File: src/rtl/instr_packer_pkg.sv
// Shared definitions for the instruction packer: format codes (same encoding
// as the sign-extend unit), immediate range limits, the request record held
// in the first pipeline stage, and small range-check helpers.
package instr_packer_pkg;

  // Format selector, identical to the sign-extend unit's SEU encoding.
  typedef enum logic [1:0] {
    FMT_I  = 2'd0,
    FMT_D  = 2'd1,
    FMT_B  = 2'd2,
    FMT_CB = 2'd3
  } fmt_e;

  // Width of one packed instruction word.
  localparam int INSN_W = 32;

  // Inclusive signed limits of the value each format can carry.
  localparam logic signed [63:0] IMM_MIN   = 64'sd0;
  localparam logic signed [63:0] IMM12_MAX = 64'sd4095;
  localparam logic signed [63:0] ADDR9_MAX = 64'sd511;
  localparam logic signed [63:0] B_MIN     = -64'sd134217728;  // -2^27
  localparam logic signed [63:0] B_MAX     = 64'sd134217724;   // 2^27-4
  localparam logic signed [63:0] CB_MIN    = -64'sd1048576;    // -2^20
  localparam logic signed [63:0] CB_MAX    = 64'sd1048572;     // 2^20-4

  // One accepted request as registered in stage 1.
  typedef struct packed {
    fmt_e        fmt;
    logic [10:0] opcode;
    logic [4:0]  rd;
    logic [4:0]  rn;
    logic [63:0] value;
  } pack_req_t;

  // Signed inclusive range test on a 64-bit value.
  function automatic logic in_range(input logic signed [63:0] v,
                                    input logic signed [63:0] lo,
                                    input logic signed [63:0] hi);
    return (v >= lo) && (v <= hi);
  endfunction

  // Branch offsets must address whole 4-byte instructions.
  function automatic logic word_aligned(input logic [63:0] v);
    return (v[1:0] == 2'b00);
  endfunction

endpackage

File: src/rtl/instr_field_enc.sv
// Combinational format mux and range check. Packs the immediate back into
// its instruction field and flags whether the value fits that field.
module instr_field_enc
  import instr_packer_pkg::*;
(
  input  logic [1:0]        i_fmt,
  input  logic [10:0]       i_opcode,
  input  logic [4:0]        i_rd,
  input  logic [4:0]        i_rn,
  input  logic [63:0]       i_value,
  output logic [INSN_W-1:0] o_word,
  output logic              o_ok
);

  // Select the field layout for the format and check the value's range.
  always_comb begin
    o_word = 32'h0000_0000;
    o_ok   = 1'b0;
    case (i_fmt)
      FMT_I: begin
        o_word = {i_opcode[10:1], i_value[11:0], i_rn, i_rd};
        o_ok   = in_range(i_value, IMM_MIN, IMM12_MAX);
      end
      FMT_D: begin
        o_word = {i_opcode[10:0], i_value[8:0], 2'b00, i_rn, i_rd};
        o_ok   = in_range(i_value, IMM_MIN, ADDR9_MAX);
      end
      FMT_B: begin
        o_word = {i_opcode[10:5], i_value[27:2]};
        o_ok   = word_aligned(i_value) && in_range(i_value, B_MIN, B_MAX);
      end
      FMT_CB: begin
        o_word = {i_opcode[10:3], i_value[20:2], i_rd};
        o_ok   = word_aligned(i_value) && in_range(i_value, CB_MIN, CB_MAX);
      end
      default: begin
        o_word = 32'h0000_0000;
        o_ok   = 1'b0;
      end
    endcase
  end

endmodule

File: src/rtl/instr_packer.sv
// Instruction packer: two-stage pipeline that range-checks and packs
// instruction descriptions, then streams the words to instruction memory at
// consecutive addresses. Rejected requests are dropped in stage 2 and logged
// in the sticky error registers.
module instr_packer
  import instr_packer_pkg::*;
#(
  parameter int ADDR_W = 64,
  parameter int CNT_W  = 16
) (
  input  logic              i_clk,
  input  logic              i_rst_n,
  input  logic              i_start,
  input  logic [ADDR_W-1:0] i_base_addr,
  input  logic              i_valid,
  output logic              o_ready,
  input  logic [1:0]        i_SEU,
  input  logic [10:0]       i_opcode,
  input  logic [4:0]        i_rd,
  input  logic [4:0]        i_rn,
  input  logic [63:0]       i_value,
  output logic              o_wr_valid,
  input  logic              i_wr_ready,
  output logic [ADDR_W-1:0] o_wr_addr,
  output logic [31:0]       o_wr_data,
  output logic              o_err,
  output logic [1:0]        o_err_code,
  output logic [ADDR_W-1:0] o_err_addr,
  output logic [CNT_W-1:0]  o_err_cnt
);

  localparam logic [ADDR_W-1:0] ADDR_STEP = ADDR_W'(3'd4);
  localparam logic [CNT_W-1:0]  CNT_ONE   = {{(CNT_W-1){1'b0}}, 1'b1};
  localparam logic [CNT_W-1:0]  CNT_MAX   = {CNT_W{1'b1}};

  // Stage 1: accepted request.
  logic              r_s1_full;
  pack_req_t         r_s1_req;
  // Stage 2: encoded word; valid and rejected are mutually exclusive.
  logic              r_s2_valid;
  logic              r_s2_rej;
  logic [1:0]        r_s2_fmt;
  logic [31:0]       r_wr_data;
  logic [ADDR_W-1:0] r_wr_addr;
  // Sticky error capture.
  logic              r_err;
  logic [1:0]        r_err_code;
  logic [ADDR_W-1:0] r_err_addr;
  logic [CNT_W-1:0]  r_err_cnt;

  // Handshake and next-state terms.
  logic              w_wr_fire;
  logic              w_s2_free;
  logic              w_ready;
  logic              w_accept;
  logic              w_s1_move;
  logic [31:0]       w_enc_word;
  logic              w_enc_ok;
  logic              w_s1_full_nxt;
  pack_req_t         w_s1_req_nxt;
  logic              w_s2_valid_nxt;
  logic              w_s2_rej_nxt;
  logic [1:0]        w_s2_fmt_nxt;
  logic [31:0]       w_wr_data_nxt;
  logic [ADDR_W-1:0] w_wr_addr_nxt;
  logic              w_err_nxt;
  logic [1:0]        w_err_code_nxt;
  logic [ADDR_W-1:0] w_err_addr_nxt;
  logic [CNT_W-1:0]  w_err_cnt_nxt;

  // Format mux and range check sit between stage 1 and stage 2.
  instr_field_enc u_enc (
    .i_fmt    (r_s1_req.fmt),
    .i_opcode (r_s1_req.opcode),
    .i_rd     (r_s1_req.rd),
    .i_rn     (r_s1_req.rn),
    .i_value  (r_s1_req.value),
    .o_word   (w_enc_word),
    .o_ok     (w_enc_ok)
  );

  // Handshake: stage 2 frees up when empty, rejected, or being written.
  always_comb begin
    w_wr_fire = r_s2_valid & i_wr_ready;
    w_s2_free = ~r_s2_valid | w_wr_fire;
    w_ready   = ~i_start & (~r_s1_full | w_s2_free);
    w_accept  = i_valid & w_ready;
    w_s1_move = r_s1_full & w_s2_free;
  end

  // Next-state for pipeline, address counter and error capture; i_start wins.
  always_comb begin
    w_s1_full_nxt  = r_s1_full;
    w_s1_req_nxt   = r_s1_req;
    w_s2_valid_nxt = r_s2_valid;
    w_s2_rej_nxt   = r_s2_rej;
    w_s2_fmt_nxt   = r_s2_fmt;
    w_wr_data_nxt  = r_wr_data;
    w_wr_addr_nxt  = r_wr_addr;
    w_err_nxt      = r_err;
    w_err_code_nxt = r_err_code;
    w_err_addr_nxt = r_err_addr;
    w_err_cnt_nxt  = r_err_cnt;
    if (i_start) begin
      w_s1_full_nxt  = 1'b0;
      w_s2_valid_nxt = 1'b0;
      w_s2_rej_nxt   = 1'b0;
      w_wr_addr_nxt  = i_base_addr;
      w_err_nxt      = 1'b0;
      w_err_code_nxt = 2'b00;
      w_err_addr_nxt = {ADDR_W{1'b0}};
      w_err_cnt_nxt  = {CNT_W{1'b0}};
    end else begin
      // Stage 1 loads on accept, otherwise empties once its entry moves on.
      if (w_accept) begin
        w_s1_full_nxt       = 1'b1;
        w_s1_req_nxt.fmt    = fmt_e'(i_SEU);
        w_s1_req_nxt.opcode = i_opcode;
        w_s1_req_nxt.rd     = i_rd;
        w_s1_req_nxt.rn     = i_rn;
        w_s1_req_nxt.value  = i_value;
      end else if (w_s1_move) begin
        w_s1_full_nxt = 1'b0;
      end else begin
        w_s1_full_nxt = r_s1_full;
      end

      // Stage 2 takes the encoded word; a rejected entry lives one cycle.
      if (w_s1_move) begin
        w_s2_valid_nxt = w_enc_ok;
        w_s2_rej_nxt   = ~w_enc_ok;
        w_s2_fmt_nxt   = r_s1_req.fmt;
        w_wr_data_nxt  = w_enc_word;
      end else if (w_wr_fire || r_s2_rej) begin
        w_s2_valid_nxt = 1'b0;
        w_s2_rej_nxt   = 1'b0;
      end else begin
        w_s2_valid_nxt = r_s2_valid;
        w_s2_rej_nxt   = r_s2_rej;
      end

      // Address advances only on a completed write; wraps silently.
      if (w_wr_fire) begin
        w_wr_addr_nxt = r_wr_addr + ADDR_STEP;
      end else begin
        w_wr_addr_nxt = r_wr_addr;
      end

      // A rejected entry bumps the counter and, if first, records its context.
      if (r_s2_rej) begin
        if (r_err_cnt != CNT_MAX) begin
          w_err_cnt_nxt = r_err_cnt + CNT_ONE;
        end else begin
          w_err_cnt_nxt = r_err_cnt;
        end
        if (!r_err) begin
          w_err_nxt      = 1'b1;
          w_err_code_nxt = r_s2_fmt;
          w_err_addr_nxt = r_wr_addr;
        end else begin
          w_err_nxt = r_err;
        end
      end else begin
        w_err_cnt_nxt = r_err_cnt;
      end
    end
  end

  // State registers; reset clears everything immediately.
  always_ff @(posedge i_clk or negedge i_rst_n) begin
    if (!i_rst_n) begin
      r_s1_full  <= 1'b0;
      r_s1_req   <= '0;
      r_s2_valid <= 1'b0;
      r_s2_rej   <= 1'b0;
      r_s2_fmt   <= 2'b00;
      r_wr_data  <= 32'h0000_0000;
      r_wr_addr  <= {ADDR_W{1'b0}};
      r_err      <= 1'b0;
      r_err_code <= 2'b00;
      r_err_addr <= {ADDR_W{1'b0}};
      r_err_cnt  <= {CNT_W{1'b0}};
    end else begin
      r_s1_full  <= w_s1_full_nxt;
      r_s1_req   <= w_s1_req_nxt;
      r_s2_valid <= w_s2_valid_nxt;
      r_s2_rej   <= w_s2_rej_nxt;
      r_s2_fmt   <= w_s2_fmt_nxt;
      r_wr_data  <= w_wr_data_nxt;
      r_wr_addr  <= w_wr_addr_nxt;
      r_err      <= w_err_nxt;
      r_err_code <= w_err_code_nxt;
      r_err_addr <= w_err_addr_nxt;
      r_err_cnt  <= w_err_cnt_nxt;
    end
  end

  // Output mapping.
  always_comb begin
    o_ready    = w_ready;
    o_wr_valid = r_s2_valid;
    o_wr_addr  = r_wr_addr;
    o_wr_data  = r_wr_data;
    o_err      = r_err;
    o_err_code = r_err_code;
    o_err_addr = r_err_addr;
    o_err_cnt  = r_err_cnt;
  end

endmodule

File: config.mk
export PLATFORM = sky130hd
export DESIGN_NAME = instr_packer
export DESIGN_NICKNAME = d
export VERILOG_FILES = /design/src/rtl/instr_packer_pkg.sv /design/src/rtl/instr_field_enc.sv /design/src/rtl/instr_packer.sv
export SDC_FILE = /design/constraint.sdc
export NUM_CORES = 1
export LEC_CHECK = 0
export ABC_AREA = 0
export CORE_UTILIZATION = 40
export CTS_CLUSTER_DIAMETER = 40
export DETAILED_ROUTE_END_ITERATION = 7
export GPL_ROUTABILITY_DRIVEN = 0
export GPL_TIMING_DRIVEN = 1
export HOLD_SLACK_MARGIN = 0.02
export PLACE_DENSITY = 0.67
export SLEW_MARGIN = 10
export SYNTH_ARGS = -nofsm -noshare
export SYNTH_HDL_FRONTEND = slang
export SYNTH_SLANG_ARGS = --single-unit
File: constraint.sdc
create_clock -name i_clk -period 2.2 [get_ports i_clk]
set_input_delay 0.33 -clock i_clk [delete_from_list [all_inputs] [get_ports i_clk]]
set_output_delay 0.33 -clock i_clk [all_outputs]
set_load 0.03 [all_outputs]
* Yosys cells after proc, flatten, opt, wreduce, memory -nomap -nowiden *
Index checks and enable logic that the tools add are counted.

operators by class
  add/subtract/negate cells = 2
  magnitude comparators = 7
  eq/ne operators = 5
  muxes and demuxes = 23
  bitwise logic cells = 10
  reduce and logical (&&, ||, !) cells = 18

operator list
  operator                                                                                count
  64-bit 2-to-1 mux                                                                       5
  32-bit case mux with 4 select lines                                                     1
  64-bit by 3-bit adder with 64-bit output (second input constant)                        1
  64-bit by 1-bit greater-or-equal comparator with 1-bit output (second input constant)   1
  64-bit by 21-bit greater-or-equal comparator with 1-bit output (second input constant)  1
  64-bit by 28-bit greater-or-equal comparator with 1-bit output (second input constant)  1
  64-bit by 10-bit <= comparator with 1-bit output (second input constant)                1
  64-bit by 13-bit <= comparator with 1-bit output (second input constant)                1
  64-bit by 21-bit <= comparator with 1-bit output (second input constant)                1
  64-bit by 28-bit <= comparator with 1-bit output (second input constant)                1
  16-bit 2-to-1 mux                                                                       3
  16-bit by 1-bit adder with 16-bit output (second input constant)                        1
  16-bit inequality test (second input constant)                                          1
  1-bit 2-to-1 mux                                                                        10
  2-bit AND reduction                                                                     4
  1-bit logical AND                                                                       6
  2-bit 2-to-1 mux                                                                        3
  2-bit nonzero test                                                                      3
  3-bit nonzero test                                                                      2
  1-bit bitwise AND                                                                       4
  2-bit equality test (second input constant)                                             2
  2-bit zero test                                                                         2
  1-bit NOT                                                                               4
  1-bit case mux with 4 select lines                                                      1
  4 further kinds                                                                         5

word-level totals
  register bits after elaboration = 271
  bits of input ports = 156
  output and inout bits = 181
  logic and storage cells = 80

* Logic depth before layout (Yosys ltp) *
  word-level depth = 7
  depth in mapped cells = 8
  gate-level depth less buffers = 6

* By module *
Synthesis repeated with hierarchy kept, for this count alone.

second synthesis, totals
  cell total of the unflattened synthesis = 1050
  area total of the unflattened synthesis = 12324.3 um2

modules (own cells, without submodules)
  module           instances  cells each  area each (um2)  seq. area each (um2)
  instr_packer     1          951         11504.8          6781.5
  instr_field_enc  1          99          819.5            0.0

* Least setup slack after synthesis *
Ideal clock, no wire load.

  kind = register -> register
  start point = register r_s2_valid, in the netlist o_wr_valid
  end point = register r_s1_req[52] (netlist bit)
  library setup time = 0.125 ns
  arrival = 2.292 ns
  required time = 2.075 ns
  slack = -0.217 ns
  cell stages (with the launch flop) = 7
  path buffers = 2
  period minus slack after synthesis = 2.417 ns
  path through = dfrtp_1 > nor2b_1 > a21oi_1 > nand2_1 > buf_1 > clkbuf_1 > mux2_2

between the ends
  word-level cells in the longest chain between the ends = 6
  elaborated cells between the ends (all ways) = 7
  those cells by class = bitwise: 6; reduce/logical: 1

ends and longest elaborated chain
  what                                            RTL line                                source
  start: declaration                              instr_packer.sv:40                      logic r_s2_valid;
  start signal: assignment                        instr_packer.sv:186                     r_s2_valid <= w_s2_valid_nxt;
  1-bit bitwise AND or 1-bit NOT (tied branches)  instr_packer.sv:84, instr_packer.sv:85
  1-bit bitwise OR *                              instr_packer.sv:85                      w_s2_free = ~r_s2_valid | w_wr_fire;
  1-bit bitwise OR *                              instr_packer.sv:86                      w_ready = ~i_start & (~r_s1_full | w_s2_free);
  1-bit bitwise AND *                             instr_packer.sv:86
  net o_ready                                     instr_packer.sv:16                      output logic o_ready,
  1-bit bitwise AND *                             instr_packer.sv:87                      w_accept = i_valid & w_ready;
  2-bit AND reduction (no line) *                 n/a
  end signal: assignment                          instr_packer.sv:185                     r_s1_req <= w_s1_req_nxt;
  end: declaration                                instr_packer.sv:38                      pack_req_t r_s1_req;

Mark *: on every way through the listed nets, which the timed path passes. The rest lies on a longest branch.
A chain may end at the register's enable or synchronous reset.

* Worst setup path after layout *
  start point = register r_wr_addr[48], in the netlist o_wr_addr[48]
  end point = register r_wr_addr[63], in the netlist o_wr_addr[63]

between the ends
  word-level cells in the longest chain between the ends = 3

ends and longest elaborated chain
  what                                      RTL line             source
  start: declaration                        instr_packer.sv:44   logic [ADDR_W-1:0] r_wr_addr;
  start signal: assignment                  instr_packer.sv:178  r_wr_addr <= {ADDR_W{1'b0}};
  start signal: assignment                  instr_packer.sv:190  r_wr_addr <= w_wr_addr_nxt;
  64-bit by 3-bit adder with 64-bit output  instr_packer.sv:144  w_wr_addr_nxt = r_wr_addr + ADDR_STEP;
  64-bit 2-to-1 mux                         instr_packer.sv:143  if (w_wr_fire) begin
  64-bit 2-to-1 mux                         instr_packer.sv:104  if (i_start) begin

No other way between the ends. The select of a mux whose other input is x is not followed.

==> results.py <==
metrics = {
    "global_routing": {
        "grt-ovfl-total": 0,
        "grt_max_degree": 81,
        "grt_antenna_before_repair": 1,
        "grt.total_usage_pct": 23.3,
        "grt_pass1_vias": 10892,
        "grt_pass1_wl_um": 58100,
    },
    "place": {
        "hpwl_um": 26800,
        "portBuffers": 336,
        "dpl_cell_area_um2": 16900,
    },
    "worst_setup_path": {
        "worst-setup-path-type": "reg -> reg",
        "regToRegEndpoint": "o_wr_addr[63]",
        "critPathSlowestCell": "dfrtp_1",
        "r2r_cells": 6,
        "end_kind": "flip-flop",
        "critPathCapture": "o_wr_addr[63]",
        "reg2reg_slack_ns": 0.09,
        "cp.depth": 6,
        "cp_data_arrival_time_ns": 2.50,
        "crit_chain": "nand3_1 -> nor4_2 -> inv_1 -> nor4_1 -> a31oi_1 -> o31a_1",
        "cp_max_fo": 5,
        "crit_buf_inv": 1,
        "crit_family": "simple AND/OR/NAND/NOR gates",
        "cp.required_ns": 2.59,
        "critPathLaunchType": "flip-flop",
        "cpPeakStageDelay_ns": 0.44,
        "crit_path_start": "o_wr_addr[48]",
        "r2r_start": "o_wr_addr[48]",
    },
    "layout": {
        "fin_area_um2": 18500,
        "area.growth.synth_to_final_pct": 48.9,
        "drive_gt1_share_pct": 18.4,
        "nNetsFinal": 1788,
        "fin_util_pct": 60.4,
    },
    "floorplan": {
        "rows": 64,
        "dieArea_um2": 31700,
        "die_h_um": 178,
        "core_um2": 30600,
        "die-width_um": 178,
        "pin_count": 337,
        "initial_utilization_pct": 40.6,
    },
    "clock_network": {
        "cts_buffers": 42,
        "insertion_delay_ns": 0.51,
        "htree_levels": 2,
        "cts_root_buf": "clkbuf_16",
        "clk_pin_slew_ns": 0.06,
        "ctsLongestPathBuffers": 3,
        "post_cts_buffers": 0,
        "cts.sinks": 271,
        "cts_tree": "built",
    },
    "power": {
        "p_per_area_nw_per_um2": 853,
        "ir_drop_mv": 0.558,
        "p_leak_uw": 0.00753,
        "p_total_uw": 15800,
    },
    "hold_path": {
        "holdCritPathClass": "in -> reg",
    },
    "routing": {
        "detail_route.wl_per_cell_um": 18.0,
        "drtIter0Drc": 722,
        "ant_nets": 0,
        "viasPerCell": 5.19,
        "routed_wl_um": 37000,
        "drt-pass1-iter-count": 5,
        "drc": 0,
        "vias": 10678,
    },
    "yosys": {
        "syn_nets": 1382,
        "synth-warning-count": 0,
        "ys_types": 51,
        "avgSynthCellArea_um2": 10.1,
        "synth-edff-count": 0,
        "ys_seq_area_share_pct": 54.6,
        "ys_seq_elements": 271,
        "syn_inst": 1224,
        "async_flop_share_pct": 100,
        "synth_top_flop_cell": "dfrtp_1",
        "synth_area_um2": 12400,
    },
    "sta": {
        "worst_pin_slew_ns": 0.523,
        "skew_ns": 0.0159,
        "finalCritPeriodShare_pct": 95.8,
        "min_period_ns": 2.11,
        "final_max_slew_viol_count": 0,
        "slew_headroom_pct": 65.1,
        "fin_hold_ws_ns": 0.133,
        "hold_viol_final": 0,
        "fmax_mhz": 475,
        "rsz0062_at_grt": "yes",
        "setup_viol": 0,
    },
    "flow_run": {
        "maxCapViolations": 0,
    },
    "status": {
        "status": "completed",
    },
}
==> cell families after synthesis <==
| group | share of synthesized area, % |
|---|---|
| buffers and inverters | 2.81 |
| adders and majority gates | 0.202 |
| xor gates and xnor gates | 5.15 |
| DFF | 54.6 |
| muxes | 11.4 |
| and+or+nand+nor | 18.7 |
| AOI/OAI and AO/OA | 7.10 |
==> placed cells by master, fill, tap and decap left out, drive strengths merged, types with 2 or more instances in the layout <==
| cell | Yosys | final |
|---|---|---|
| a21boi | 2 | 2 |
| a21oi | 69 | 69 |
| a221oi | 2 | 2 |
| and2 | 2 | 2 |
| and3 | 9 | 9 |
| and4 | 3 | 3 |
| buf | 18 | 98 |
| bufinv | 0 | 5 |
| clkbuf | 52 | 55 |
| clkdlybuf4s50 | 0 | 333 |
| clkinv | 0 | 9 |
| clkinvlp | 0 | 4 |
| dfrtp | 271 | 271 |
| ha | 2 | 2 |
| inv | 18 | 21 |
| mux2 | 91 | 91 |
| mux2i | 17 | 17 |
| mux4 | 10 | 10 |
| nand2 | 310 | 310 |
| nand2b | 5 | 5 |
| nand3 | 25 | 25 |
| nand4 | 32 | 32 |
| nor2 | 44 | 44 |
| nor2b | 2 | 2 |
| nor3 | 24 | 24 |
| nor3b | 3 | 3 |
| nor4 | 41 | 41 |
| o21ai | 84 | 84 |
| or3 | 2 | 2 |
| xnor2 | 52 | 52 |
| xor2 | 21 | 21 |
==> per-layer routing <==
layer	track usage, %	share of wire [%]	vias to the layer above
met5	0	0	-
met1	30.1	42	5209
li1	-	-	5028
met3	4.92	7.2	63
met2	38.9	49	378
met4	7.09	2.4	0
==> worst min path at each step <==
stage | from | to | depth (start not counted)
global route | i_start | o_err_addr[11] | 2
detailed placement | i_rst_n | o_wr_addr[0] | 1
finish | i_start | o_err_addr[21] | 2
floorplan | i_rst_n | o_err | 0
global placement | i_rst_n | o_wr_addr[0] | 1
CTS | i_start | o_err_addr[17] | 2
==> per-stage QoR <==
step           TNS (ns)  setup WS [ns]  std cells
6_report              0         0.0935       2059
5_1_grt          -0.136        -0.0689       2058
4_1_cts               0        0.00731       2058
3_5_place_dp    -0.0297        -0.0297       1981
3_3_place_gp          0         0.0125       1981
2_1_floorplan         0        0.00146       1224
==> report_power, final <==
part	internal (uW)	switching, uW
clock network	4390	2340
registers	5530	475
logic	1450	1580
==> what timing repair did <==
| item | in CTS | in global routing |
|---|---|---|
| gates resized for setup | 0 | 12 |
| hold buffers | 1 | 0 |
| endpoints found under the hold margin | 37 | 0 |
| endpoints found under the setup margin | 0 | 20 |
==> cells in the mapped netlist (2+ instances only) <==
master / instances / share of area [%]
a21boi_0: 2 / 0.12
a21oi_1: 69 / 2.8
a221oi_1: 2 / 0.14
and3_1: 8 / 0.40
and4_1: 3 / 0.21
buf_1: 13 / 0.39
buf_2: 3 / 0.12
buf_6: 2 / 0.18
clkbuf_1: 52 / 1.6
dfrtp_1: 271 / 55
ha_1: 2 / 0.20
inv_1: 18 / 0.54
mux2_2: 91 / 8.3
mux2i_1: 17 / 1.4
mux4_2: 10 / 1.8
nand2_1: 310 / 9.4
nand2b_1: 5 / 0.25
nand3_1: 23 / 0.93
nand4_1: 31 / 1.6
nor2_1: 44 / 1.3
nor2b_1: 2 / 0.10
nor3_1: 24 / 0.97
nor3b_1: 2 / 0.12
nor4_1: 36 / 1.8
nor4_2: 3 / 0.30
nor4_4: 2 / 0.34
o21ai_0: 81 / 3.3
o21ai_1: 3 / 0.12
or3_1: 2 / 0.10
xnor2_1: 52 / 3.7
xor2_1: 21 / 1.5
==> sequential cells by signal, summed over array words and instances, names as in the netlist <==
signal      count
o_wr_data      32
o_err_code      2
r_s2_fmt        2
o_wr_addr      64
o_wr_valid      1
o_err_addr     64
o_err_cnt      16
r_s1_req       87
r_s2_rej        1
r_s1_full       1
o_err           1
==> cell type report <==
class	count	area, um^2
tap	396	495
fill	2506	12100
clock inverter	21	273
inverter	18	67.6
multi-input combinational	865	5380
timing repair buffer	432	4290
sequential	271	6790
clock buffer	55	1180
antenna	1	2.50
Power figures use the tool's default switching activity.
